File: config.mk
export PLATFORM = sky130hd
export DESIGN_NAME = if_fetch
export DESIGN_NICKNAME = d
export VERILOG_FILES = /design/src/rtl/if_fetch.sv
export SDC_FILE = /design/constraint.sdc
export NUM_CORES = 1
export LEC_CHECK = 0
export ABC_CLOCK_PERIOD_IN_PS = 2100
export BUFFER_PORTS_ARGS = -buffer_cell sky130_fd_sc_hd__buf_2
export CAP_MARGIN = 0
export CORE_ASPECT_RATIO = 1.75
export CORE_MARGIN = 10
export CORE_UTILIZATION = 54
export CTS_BUF_LIST = sky130_fd_sc_hd__clkbuf_4 sky130_fd_sc_hd__clkbuf_8 sky130_fd_sc_hd__clkbuf_16
export CTS_CLUSTER_DIAMETER = 120
export CTS_CLUSTER_SIZE = 8
export DETAILED_ROUTE_END_ITERATION = 16
export GPL_TIMING_DRIVEN = 0
export PLACE_DENSITY = 0.8
export RECOVER_POWER = 50
export SLEW_MARGIN = 20
export SYNTH_ARGS = -nofsm -noshare
export SYNTH_HDL_FRONTEND = slang
export SYNTH_SLANG_ARGS = --single-unit
File: constraint.sdc
create_clock -name clk -period 2.1 [get_ports clk]
set_input_delay 0.21 -clock clk [delete_from_list [all_inputs] [get_ports clk]]
set_output_delay 0.21 -clock clk [all_outputs]
set_load 0.005 [all_outputs]
File: src/rtl/if_fetch.sv
// Instruction-fetch stage: owns the PC, fetches over a req/ack bus and
// feeds the IF/ID register with delay-slot branch redirects.
module if_fetch #(
   parameter logic [31:0] RESET_PC = 32'h0000_0000,
   parameter logic [31:0] PC_STEP  = 32'd4
) (
   input  logic        clk,
   input  logic        rst,
   input  logic [5:0]  stall,
   input  logic        branch_flag_i,
   input  logic [31:0] branch_target_i,
   output logic        inst_req_o,
   output logic [31:0] inst_addr_o,
   input  logic        inst_ack_i,
   input  logic [31:0] inst_rdata_i,
   output logic [31:0] if_pc,
   output logic [31:0] if_inst,
   output logic        stallreq_if
);

   typedef enum logic [1:0] {
      IDLE = 2'd0,
      REQ  = 2'd1,
      HOLD = 2'd2
   } state_t;

   state_t      state;
   logic [31:0] pc;
   logic [31:0] hold_q;
   logic        pend;
   logic [31:0] pend_tgt;

   logic        frz;
   logic        got;
   logic        deliver;
   logic [31:0] next_pc;
   logic        unused_stall;

   assign unused_stall = ^stall[5:1];
   assign frz          = stall[0];
   assign got          = (state == REQ) && inst_ack_i;
   assign deliver      = (got && !frz) || ((state == HOLD) && !frz);

   always_comb begin
      next_pc = pc + PC_STEP;
      if (branch_flag_i)
         next_pc = branch_target_i;
      else if (pend)
         next_pc = pend_tgt;
   end

   assign inst_req_o  = (state == REQ);
   assign inst_addr_o = pc;
   assign stallreq_if = (state == REQ) && !inst_ack_i;

   always_ff @(posedge clk) begin
      if (rst) begin
         state    <= IDLE;
         pc       <= RESET_PC;
         if_pc    <= 32'h0;
         if_inst  <= 32'h0;
         hold_q   <= 32'h0;
         pend     <= 1'b0;
         pend_tgt <= 32'h0;
      end else begin
         unique case (state)
            IDLE: state <= REQ;
            REQ: begin
               if (got && frz) begin
                  hold_q <= inst_rdata_i;
                  state  <= HOLD;
               end else if (got) begin
                  if_pc   <= pc;
                  if_inst <= inst_rdata_i;
                  pc      <= next_pc;
               end
            end
            HOLD: begin
               if (!frz) begin
                  if_pc   <= pc;
                  if_inst <= hold_q;
                  pc      <= next_pc;
                  state   <= REQ;
               end
            end
            default: state <= IDLE;
         endcase
         // a live branch seen on a delivery is consumed immediately
         if (deliver) begin
            pend <= 1'b0;
         end else if (branch_flag_i) begin
            pend     <= 1'b1;
            pend_tgt <= branch_target_i;
         end
      end
   end

endmodule

**Yosys cells after proc, flatten, opt, wreduce, memory -nomap -nowiden**

Index checks and enable logic that the tools add are counted.

- Eq/ne operators: 6
- Reduce and logical (&&, ||, !) cells: 15
- Muxes and demuxes: 17
- Add/subtract/negate cells: 1
- Bitwise logic cells: 1

Operators with widths:

| kind | count |
|---|---|
| 32-bit two-way mux | 11 |
| 32-bit one-hot mux with 2 select lines | 3 |
| 32-bit by 3-bit adder with 32-bit output, second input constant | 1 |
| 2-bit one-hot mux with 3 select lines | 1 |
| 2-bit AND reduction | 3 |
| 1-bit logical AND | 5 |
| 2-bit two-way mux | 2 |
| 2-bit by 1-bit inequality test with 1-bit output, second input constant | 2 |
| 2-bit inequality test, second input constant | 2 |
| 4-bit AND reduction | 1 |
| 2-bit by 1-bit equality test with 1-bit output, second input constant | 1 |
| 2-bit equality test, second input constant | 1 |
| 1-bit zero test | 2 |
| 2-bit zero test | 1 |
| 2-bit nonzero test | 1 |
| 2-bit OR reduction | 1 |
| 1-bit logical OR | 1 |
| 1-bit NOT | 1 |

- Output and inout bits: 98
- Bits of input ports: 74
- Register bits after elaboration: 163

**Logic depth before layout (Yosys ltp)**

- Word-level depth: 6
- Gate-level depth with buffers: 8

**Least setup slack after synthesis**

No wires, ideal clock.

- Path type: register -> register
- From: register pc[2] (netlist: inst_addr_o[2])
- To: register pc[30] (netlist: inst_addr_o[30])
- Library setup time: 128 ps
- Period minus slack after synthesis: 1837 ps
- Arrival time: 1709 ps
- Cell stages (with the launch flop): 8
- Path slack: 263 ps
- Cells stage by stage: dfxtp_1 -> ha_1 -> nand3_2 -> nor4_4 -> buf_2 -> nand3_1 -> mux2i_1 -> o2bb2ai_1

- Word-level cells in the longest chain between the ends: 6

Ends and longest elaborated chain:

| element | line | RTL |
|---|---|---|
| start, declared | 28 | `logic [31:0] pc;` |
| start signal, assigned | 75 | `pc <= next_pc;` |
| start signal, assigned | 82 | `pc <= next_pc;` |
| 32-bit by 3-bit adder with 32-bit output * | 45 | `next_pc = pc + PC_STEP;` |
| 32-bit two-way mux * | 48 | `else if (pend)` |
| 32-bit two-way mux * | 46 | `if (branch_flag_i)` |
| 32-bit two-way mux | 72 | `end else if (got) begin` |
| 32-bit two-way mux | 69 | `if (got && frz) begin` |
| 32-bit one-hot mux with 2 select lines * | 66 | `unique case (state)` |

Every way passes the cells marked *; elsewhere a longest branch is shown, timed or not. The select of a mux whose other input is x is not followed.
A chain may end at the register's enable or synchronous reset.

**Worst setup path in the final report**

- From: register pc[17] (netlist: inst_addr_o[17])
- To: register pc[29] (netlist: inst_addr_o[29])

The elaborated chain is that of the path after synthesis.

==> impl_metrics.tcl <==
set metrics [dict create \
    clock-sinks 163 \
    syn_inst 885 \
    combPwrFrac_pct 10.5 \
    rows 55 \
    slew_violations 0 \
    end_kind "flip-flop" \
    hold_class "in2reg" \
    setup_violations 1 \
    grt_use_total_pct 26.61 \
    finalInstanceArea_um2 8673 \
    cts_buffers 17 \
    cpMostUsedCell "nand4_1" \
    hold_viol 0 \
    worst_pin_slew_ns 0.7461 \
    synthArstFlopShare_pct 0 \
    drt_iter0_markers 439 \
    clkTransAtPathRegs_ns 0.07 \
    outcome "complete, but fails checks" \
    fin_skew_ns 0.01118 \
    path_cells "nand4_1, nor4_1, nand4_1, o31ai_1, o2bb2ai_1" \
    ir_drop_v 0.0006203 \
    cts_buffer_depth 2 \
    die-height_um 171.6 \
    final_layout_size_suffix_gt1_share_pct 14.58 \
    drtAntennaViolNets 0 \
    num-nets-final 1146 \
    fin_ws_ns -0.03118 \
    period_share_pct 101.5 \
    routed_via_density 5.871 \
    h-tree-depth 4 \
    synth_flop_cell "dfxtp_1" \
    cp_slowest_cell "dfxtp_1" \
    wl_per_cell_um 19.83 \
    num_vias 7368 \
    cpPeakStageDelay_ns 0.56 \
    port_buffers 164 \
    holdWs_ns 0.01465 \
    start_kind "flip-flop" \
    yosysWarnings 0 \
    finalWeightedCongestion 0.9866 \
    fill_cells 1205 \
    netlist_area_um2 7094 \
    synth-edff-count 0 \
    antenna_found_initial 0 \
    p_leak_nw 3.333 \
    grt_max_degree 17 \
    clockRootBuffer "clkbuf_16" \
    drtPass1Iterations 5 \
    syn_nets 960 \
    synthToLayoutAreaGrowth_pct 22.26 \
    clk_latency_ns 0.44 \
    ys_types 62 \
    cts_hold_buf 0 \
    maxSlewHeadroom_pct 50.26 \
    switching_share_pct 27.77 \
    cp.required_ns 2.47 \
    worst-setup-path-type "reg2reg" \
    finalWirelength_um 24890 \
    first_global_vias 7377 \
    violations "setup timing" \
    ys_seq_elements 163 \
    power.internal_mw 5.138 \
    postPlaceCellArea_um2 8129 \
    io-pin-count 172 \
    drc_errors 0 \
    utilization_pct 67.04 \
    switching_power_mw 1.975 \
    fmax_mhz 469.2 \
    crit_fanout 8 \
    grt_pass1_wl_um 38210 \
    fin_crit_ns 2.131 \
    dp_hpwl_um 18710 \
    cp_top_family "simple AND/OR/NAND/NOR gates" \
    cts_tree "done" \
    antenna_cells 0 \
    initial_core_util_pct 54.84 \
    p_per_area_nw_per_um2 820.1 \
    die_w_um 106.6 \
    synth_seq_area_share_pct 46.00 \
    crit_buf_inv 0 \
    dieArea_um2 18300 \
    sequentialPowerShare_pct 46.5 \
    clkPwrFrac_pct 42.9 \
    arrival_ns 2.50 \
    coreArea_um2 12940 \
    globalRoute.totalOverflow 0 \
    drv_cap 0 \
    syn_avg_cell_area_um2 8.016 \
]
[cell usage after synthesis, types with 2 or more instances]
cell	number	area (um2)
o21ai_0	32	160.2
or3_1	2	12.51
o2bb2ai_1	2	17.52
a22o_1	6	52.55
nand2_2	2	12.51
a21oi_1	126	630.6
and3_1	8	50.05
nand3b_1	3	22.52
o22ai_1	2	12.51
o32ai_1	2	17.52
inv_1	6	22.52
nand2_1	212	795.8
nand2b_1	3	18.77
buf_1	5	18.77
nand3_4	2	35.03
and2_1	2	12.51
nor3_1	13	65.06
a31oi_1	5	31.28
nor2b_1	3	18.77
a21o_1	3	22.52
a41oi_1	2	17.52
a22oi_1	17	127.6
nor2_1	59	221.5
a221oi_1	2	17.52
o31ai_1	3	22.52
o311ai_0	2	17.52
a311oi_1	5	43.79
clkbuf_1	46	172.7
nand4_1	8	50.05
and4_1	2	17.52
buf_2	22	110.1
nor4_4	2	42.54
dfxtp_1	163	3263
nor4_1	2	12.51
mux2i_1	35	350.3
a211oi_1	36	270.3
o211ai_1	6	45.04
nand3_1	10	50.05
[routing by layer]
layer | routed length [um] | global-route usage [%] | up-vias
met5 | 0 | 0 | -
li1 | - | - | 3490
met3 | 1742 | 7.081 | 114
met4 | 1959 | 21.94 | 0
met2 | 12870 | 47.65 | 327
met1 | 8323 | 24.46 | 3437
[logic make-up (layout without fill, tap and decap cells)]
kind of cell,after synthesis,in the layout,synth area share [%]
adders and majority gates,1,1,0.1763
buffers and inverters,80,279,4.639
and+or+nand+nor,344,344,21.66
DFF,163,163,46.00
AOI/OAI and AO/OA,262,262,22.59
muxes,35,35,4.938
[cells in the final DEF, fill, tap and decap left out, types with 8 or more instances in the layout]
cell / instances
nand4_1: 8
a21oi_1: 125
and3_1: 8
a22oi_1: 16
nand2_1: 212
clkbuf_2: 11
clkbuf_16: 17
mux2i_1: 35
nand3_1: 10
nor3_1: 12
clkbuf_1: 132
dfxtp_1: 161
o21ai_0: 32
a211oi_1: 36
buf_2: 89
nor2_1: 59
[path summary, 6_finish.rpt]
path / slack (ns) / from / to / cells after the start
worst max register to register: -0.03 / inst_addr_o[17]$_SDFFE_PP0P_ / inst_addr_o[29]$_SDFFE_PP0P_ / 5
worst min-delay path: 0.01 / inst_rdata_i[24] / hold_q[24]$_SDFFE_PP0P_ / 3
worst min register to register: 0.45 / if_pc[8]$_SDFFE_PP0P_ / if_pc[8]$_SDFFE_PP0P_ / 2
worst max-delay path: -0.03 / inst_addr_o[17]$_SDFFE_PP0P_ / inst_addr_o[29]$_SDFFE_PP0P_ / 5
[power by group through the flow]
| stage | Clock [mW] | Combinational [mW] | Sequential [mW] |
|---|---|---|---|
| 5_1_grt | 3.18 | 0.822 | 3.32 |
| 4_1_cts | 3.07 | 0.746 | 3.30 |
| 3_5_place_dp | 0 | 0.740 | 3.37 |
| 3_3_place_gp | 0 | 0.726 | 3.37 |
| 6_report | 3.05 | 0.750 | 3.31 |
| 2_1_floorplan | 0 | 0.414 | 3.36 |
[registers in the layout, indices dropped and copies added (netlist names)]
signal / cells
hold_q: 32
if_inst: 32
if_pc: 32
inst_addr_o: 32
pend: 1
pend_tgt: 32
state: 2
[tightest hold or removal path, cell delays in order]
cell and delay, ns:
buf_2 0.10, nand2_1 0.05, a21oi_1 0.05
[cell type report]
class	instances	area, um2	share of cell area [%]
buffer	74	334.1	3.852
clock buffer	17	425.4	4.905
clock inverter	15	148.9	1.717
inverter	6	22.52	0.2597
multi-input combinational	642	3535	40.75
sequential	163	3268	37.68
tap	171	214.0	2.467
timing repair buffer	167	725.7	8.367
[timing repair]
| action | CTS | global route |
|---|---|---|
| setup buffers | 0 | 2 |
| gates resized for setup | 9 | 23 |
| pin swaps | 1 | 2 |
| gates cloned | 0 | 1 |
| endpoints found under the setup margin | 84 | 87 |
[stage by stage]
step	setup slack (ns)	power (mW)	std cells	setup TNS [ns]
2_1_floorplan	0.2633	3.771	885	0
6_report	-0.03118	7.113	1255	-0.03118
3_3_place_gp	-0.1613	4.096	1220	-5.028
4_1_cts	0.007477	7.116	1252	0
3_5_place_dp	-0.1664	4.113	1220	-5.198
5_1_grt	-0.03978	7.324	1255	-0.03978
No activity file was read; power rests on OpenSTA's default activity.
